===== src/rtl/dense_relu_argmax_collector.sv =====
// Layer result collector: optional ReLU, result buffer, running argmax.
// One result per cycle; registered read port with one cycle of latency.
module dense_relu_argmax_collector #(
  parameter int DEPTH = 64,
  parameter int AW    = 6
) (
  input  logic          clk,
  input  logic          reset,
  input  logic          start,
  input  logic [31:0]   numNeurons,
  input  logic          reluEnable,
  input  logic [31:0]   dataIn,
  input  logic          dataValid,
  input  logic [AW-1:0] rdAddr,
  output logic [31:0]   rdData,
  output logic          busy,
  output logic          done,
  output logic [AW:0]   count,
  output logic [AW-1:0] maxIndex,
  output logic [31:0]   maxValue
);

  typedef enum logic [1:0] {
    IDLE,
    COLLECT,
    DONE
  } state_t;

  localparam logic [AW:0] DMAX = (AW+1)'(DEPTH);

  state_t      state;
  state_t      nxt;
  logic [AW:0] lim;
  logic [AW:0] nlim;
  logic        relu;
  logic        accept;
  logic        last;
  logic [AW:0] cnt_inc;
  logic [31:0] v;
  logic [31:0] mem [DEPTH];

  assign nlim = (numNeurons > 32'(DEPTH))
              ? DMAX : numNeurons[AW:0];
  assign accept  = (state == COLLECT)
                 && dataValid && !start;
  assign v       = (relu && dataIn[31])
                 ? 32'h0 : dataIn;
  assign cnt_inc = count + 1'b1;
  assign last    = (cnt_inc == lim);
  assign busy    = (state == COLLECT);
  assign done    = (state == DONE);

  // Next-state: start wins; the final accept closes the layer.
  always_comb begin
    nxt = state;
    unique case (1'b1)
      start: begin
        if (nlim == '0) nxt = DONE;
        else            nxt = COLLECT;
      end
      (accept && last): nxt = DONE;
      default: ;
    endcase
  end

  // State register.
  always_ff @(posedge clk) begin
    if (!reset) state <= IDLE;
    else        state <= nxt;
  end

  // Layer context, counter, argmax and read port.
  always_ff @(posedge clk) begin
    if (!reset) begin
      count    <= '0;
      maxIndex <= '0;
      maxValue <= '0;
      rdData   <= '0;
      lim      <= '0;
      relu     <= 1'b0;
    end else begin
      rdData <= mem[rdAddr];
      if (start) begin
        count    <= '0;
        maxIndex <= '0;
        maxValue <= '0;
        lim      <= nlim;
        relu     <= reluEnable;
      end else if (accept) begin
        count <= cnt_inc;
        if (count == '0 ||
            $signed(v) > $signed(maxValue)) begin
          maxValue <= v;
          maxIndex <= count[AW-1:0];
        end
      end
    end
  end

  // Result buffer; unreset so it maps onto RAM.
  always_ff @(posedge clk) begin
    if (accept) mem[count[AW-1:0]] <= v;
  end

endmodule


===== config.mk =====
export PLATFORM = sky130hd
export DESIGN_NAME = dense_relu_argmax_collector
export DESIGN_NICKNAME = d
export VERILOG_FILES = /design/src/rtl/dense_relu_argmax_collector.sv
export SDC_FILE = /design/constraint.sdc
export NUM_CORES = 2
export LEC_CHECK = 0
export BUFFER_PORTS_ARGS = -buffer_cell sky130_fd_sc_hd__buf_2
export CORE_ASPECT_RATIO = 1.25
export CORE_MARGIN = 2
export CORE_UTILIZATION = 55
export DETAILED_ROUTE_END_ITERATION = 8
export GPL_TIMING_DRIVEN = 0
export PLACE_DENSITY = 0.79
export SYNTH_ARGS = -nofsm -noshare
export SYNTH_HDL_FRONTEND = slang
export SYNTH_SLANG_ARGS = --single-unit

===== constraint.sdc =====
create_clock -name clk -period 8.7 [get_ports clk]
set_input_delay 1.305 -clock clk [delete_from_list [all_inputs] [get_ports clk]]
set_output_delay 1.305 -clock clk [all_outputs]
set_load 0.05 [all_outputs]

# After elaboration in Yosys (flattened, before gate mapping)

Memory sizes are Yosys's and may differ from the RTL's. A register that Yosys moved wholly into a read port is not among the register bits.
Cells that the tools add are included.

Flip-flop bits (word level): 55
Output and inout bits: 79
RAM bits: 2048
Memories: 1
Input bits: 75
Word-level logic and storage cells: 32

Memories:

| name | words | bits a word | rd ports | clocked after Yosys merged registers in | write ports | RTL line | source |
|---|---|---|---|---|---|---|---|
| mem  | 64    | 32          | 1        | 1                                       | 1           | 40       | `logic [31:0] mem [DEPTH];` |

Add/sub/neg operators: 1
Reductions and logical operators: 12
Bitwise operators: 1
Eq/ne operators: 3
Multiplexer cells: 6
Order comparisons: 2

Operator list:

| kind                                                                   | number |
|---|---|
| 32-bit > comparator                                                    | 1 |
| 32-bit by 7-bit > comparator with 1-bit output (second input constant) | 1 |
| 32-bit 2-to-1 mux                                                      | 1 |
| 7-bit logical NOT                                                      | 2 |
| 7-bit by 1-bit adder with 7-bit output (second input constant)         | 1 |
| 7-bit equality test                                                    | 1 |
| 7-bit 2-to-1 mux                                                       | 1 |
| 1-bit logical AND                                                      | 4 |
| 2-bit case mux with 2 select lines                                     | 1 |
| 2-bit by 1-bit equality test with 1-bit output (second input constant) | 1 |
| 2-bit equality test (second input constant)                            | 1 |
| 1-bit logical NOT                                                      | 2 |
| 1-bit 2-to-1 mux                                                       | 2 |
| 2-bit 2-to-1 mux                                                       | 1 |
| 2-bit AND reduction                                                    | 1 |
| 2-bit nonzero test                                                     | 1 |
| 2-bit OR reduction                                                     | 1 |
| 1-bit logical OR                                                       | 1 |
| 1-bit inverter                                                         | 1 |

# Depth between registers and ports, before layout

Depth after elaboration: 5
Depth in mapped cells: 13
Mapped depth without buffers: 10

# Least setup slack after synthesis

OpenSTA, ideal clock, no wires.

Path kind: input-to-reg
From: input port dataIn[31]
To: register maxValue[16]
Setup slack: 3.527 ns
Cell stages on the path: 10
Path buffers: 2
Arrival time: 5.100 ns
Data required time: 8.627 ns
Cell sequence: nor2b_1 -> ha_1 -> nand4_1 -> nor4_1 -> a311oi_1 -> a32o_1 -> nor3_1 -> buf_2 -> buf_4 -> mux2i_1

Word-level cells in the longest chain between the ends: 5

RTL lines:

| item                                 | RTL line | source |
|---|---|---|
| start, declared                      | 12       | `input logic [31:0] dataIn,` |
| 1-bit logical AND                    | 46       | `assign v = (relu && dataIn[31])` |
| 32-bit 2-to-1 mux *                  | 47       | `? 32'h0 : dataIn;` |
| 32-bit > comparator                  | 92       | `$signed(v) > $signed(maxValue)) begin` |
| 1-bit logical OR                     | 91       | `if (count == '0 \|\|` |
| 2-bit AND reduction (no source line) | --       |  |
| end signal, assigned                 | 93       | `maxValue <= v;` |
| end, declared                        | 20       | `output logic [31:0] maxValue` |

Mark *: on every way between the ends. The rest lies on a longest branch, timed or not.
A chain may end at the register's enable or synchronous reset.

==> out/qor.txt <==
Synth Area per Inst: 23.5 µm²
Slowest-stage cell, CP: clkbuf_1
synth warn: 0
max-slew violation count: 0
Fin. Hold Viols: 0
vias in the first global route: 43,456
WL/cell: 40.0 µm
overall power: 21,100 µW
grt ovf: 0
Root Buffer: clkbuf_16
Placeable Area: 0.148 mm²
crit-path most repeated cell: clkbuf_1
Mapped Area: 0.0820 mm²
Final Skew: 0.0300 ns
number of synthesized register bits: 2,135
Crit Path Max Fanout: 11
# nets final: 4,027
routed vias/inst: 7.10
post-cts sizing count: 0
routability cong.: 0.841
largest net degree at the start of global routing: 65
initial antenna violation count: 19
crit end category: flip-flop
worst-path cell chain: clkbuf_1 > buf_1 > clkbuf_1 > clkbuf_1 > a211oi_1 > a211oi_1
setup bufs post-CTS: 0
1st-pass router iterations: 8
overall global routing resource usage: 0.320
H-tree depth: 4
CTS Sinks: 2,135
Syn-to-layout area delta: 14.7%
crit start category: input port
most common library cell in the layout ignoring fill and taps: edfxtp_1
RSZ-0062 raised after global routing: no
Maximum Capacitance Violations: 0
final cycle utilization of the critical path: 0.616
Post-Route WL: 240,000 µm
vias post-DR: 42,678
number of flops mapped to enable cells by yosys: 2,048
Worst-path clk slew: 0.06 ns
ANT nets after route: 0
ys flop type: edfxtp_1
maximum clock insertion buffer count: 3
post-route core utilization: 0.635
Power Density: 225 mW/mm²
outcome: completed
most frequent cells in the layout: edfxtp_1 (2,048), mux4_2 (657), buf_2 (200)
Crit path required time: 9.32 ns
clock insertion delay at the later pin of the skew report: 0.85 ns
Distinct cells, synth: 44
Final setup viols: 0
Port Buf Inserts: 146
max incr delay on CP: 0.98 ns
Die Span X: 349 µm
leakage power: 0.0296 µW
layout cells sized above 1: 0.331
Slew HR: 0.0515
post-synthesis sequential area ratio: 0.772
post-layout min period: 5.36 ns
setup tns final: 0 ns
Hold/Removal Path Class: reg -> reg
Slew @ Worst Pin: 1.42 ns
DRC Markers: 0
Post-Syn Instances: 3,483
Initial Util: 0.554
critical setup path kind: in -> reg
cts bufs inserted: 191
DRT iter0 DRCs: 7,589
Syn Nets: 3,592
fmax: 187 MHz
Die ar.: 0.152 mm²
# rows: 158
Fin Hold WS: 0.474 ns
ys async rst share: 0
Die H: 436 µm
I/O Pins: 154
Hold Buf Count CTS: 0
CTS tree: done
post-DP HPWL: 141,000 µm
Max VDD drop: 0.210 mV
Crit path arrival time: 5.98 ns
first-pass GRT wire length: 336,000 µm
registers in the layout, summed over array words and instances, names as in the netlist:
register / count
state: 2
maxIndex: 6
maxValue: 32
mem: 2048
rdData: 32
lim: 7
count: 7
relu: 1
power by group:
group	internal, µW	switching (µW)
logic	447	809
registers	11300	9.96
clock network	4680	3880
cell families (layout without fill, tap and decap cells):
family                     count (synthesis)  after routing  synth area share
AOI/OAI and AO/OA                         70             70           0.00600
adders and majority gates                 34             34           0.00519
and+or+nand+nor                          300            300            0.0171
DFF                                     2135           2135             0.772
xor gates and xnor gates                  15             15           0.00160
buffers and inverters                    217            814            0.0113
other                                      0              8                 0
muxes                                    712            712             0.187
per-stage QoR:
step | instance area (µm²) | std cells | setup slack, ns
after floorplan | 82000 | 3483 | 3.53
after global placement | 85100 | 5549 | 1.77
after detailed placement | 87800 | 5645 | 2.92
after CTS | 94000 | 6000 | 3.68
after global routing | 94000 | 6000 | 3.58
final | 94000 | 6008 | 3.34
cells in the mapped netlist (6+ instances only):
cell type | n | share of area
nand3_1 | 9 | 0.00055
mux4_2 | 657 | 0.18
nor2b_1 | 19 | 0.0015
xor2_1 | 6 | 0.00064
clkbuf_1 | 97 | 0.0044
ha_1 | 34 | 0.0052
nor4_1 | 8 | 0.00061
inv_1 | 35 | 0.0016
nand4_1 | 10 | 0.00076
nor3_1 | 8 | 0.00049
and2_1 | 48 | 0.0037
o21ai_0 | 6 | 0.00037
a211oi_1 | 31 | 0.0028
dfxtp_1 | 87 | 0.021
edfxtp_1 | 2048 | 0.75
a22o_1 | 6 | 0.00064
buf_1 | 23 | 0.0011
buf_2 | 54 | 0.0033
xnor2_1 | 9 | 0.00096
nor2_1 | 89 | 0.0041
a21oi_1 | 16 | 0.00098
mux2i_1 | 55 | 0.0067
nand2_1 | 97 | 0.0044
routing by layer:
layer  track usage  wire, µm  vias up
met3        0.0850     30600      925
met5             0        95        -
met1         0.393     75400    21958
met4         0.187     17100       14
met2         0.516    117000     4083
li1              -         -    15698
cell type report:
cell class	count	area, µm²
timing repair buffer	242	2870
sequential	2135	63200
clock inverter	121	1110
fill	8858	54100
antenna	8	20.0
tap	1920	2400
inverter	36	135
clock buffer	234	5120
multi-input combinational	1131	18300
buffer	181	790
critical path: cells and delay by family:
| family | cells | cell delay (ns) |
|---|---|---|
| compound gates | 2 | 1.29 |
| buf+inv | 4 | 3.32 |
path summary, 6_finish.rpt:
kind	from	slack, ns	end	cells past startpoint
min	maxIndex[5]$_SDFFE_PP0P_	0.47	maxIndex[5]$_SDFFE_PP0P_	2
max	rdAddr[3]	3.34	rdData[2]$_SDFF_PN0_	6
min reg2reg	maxIndex[5]$_SDFFE_PP0P_	0.47	maxIndex[5]$_SDFFE_PP0P_	2
max reg2reg	relu$_SDFFE_PN0P_	4.00	maxValue[29]$_SDFFE_PP0P_	13
Note: power is estimated with default switching activity, not from simulation.
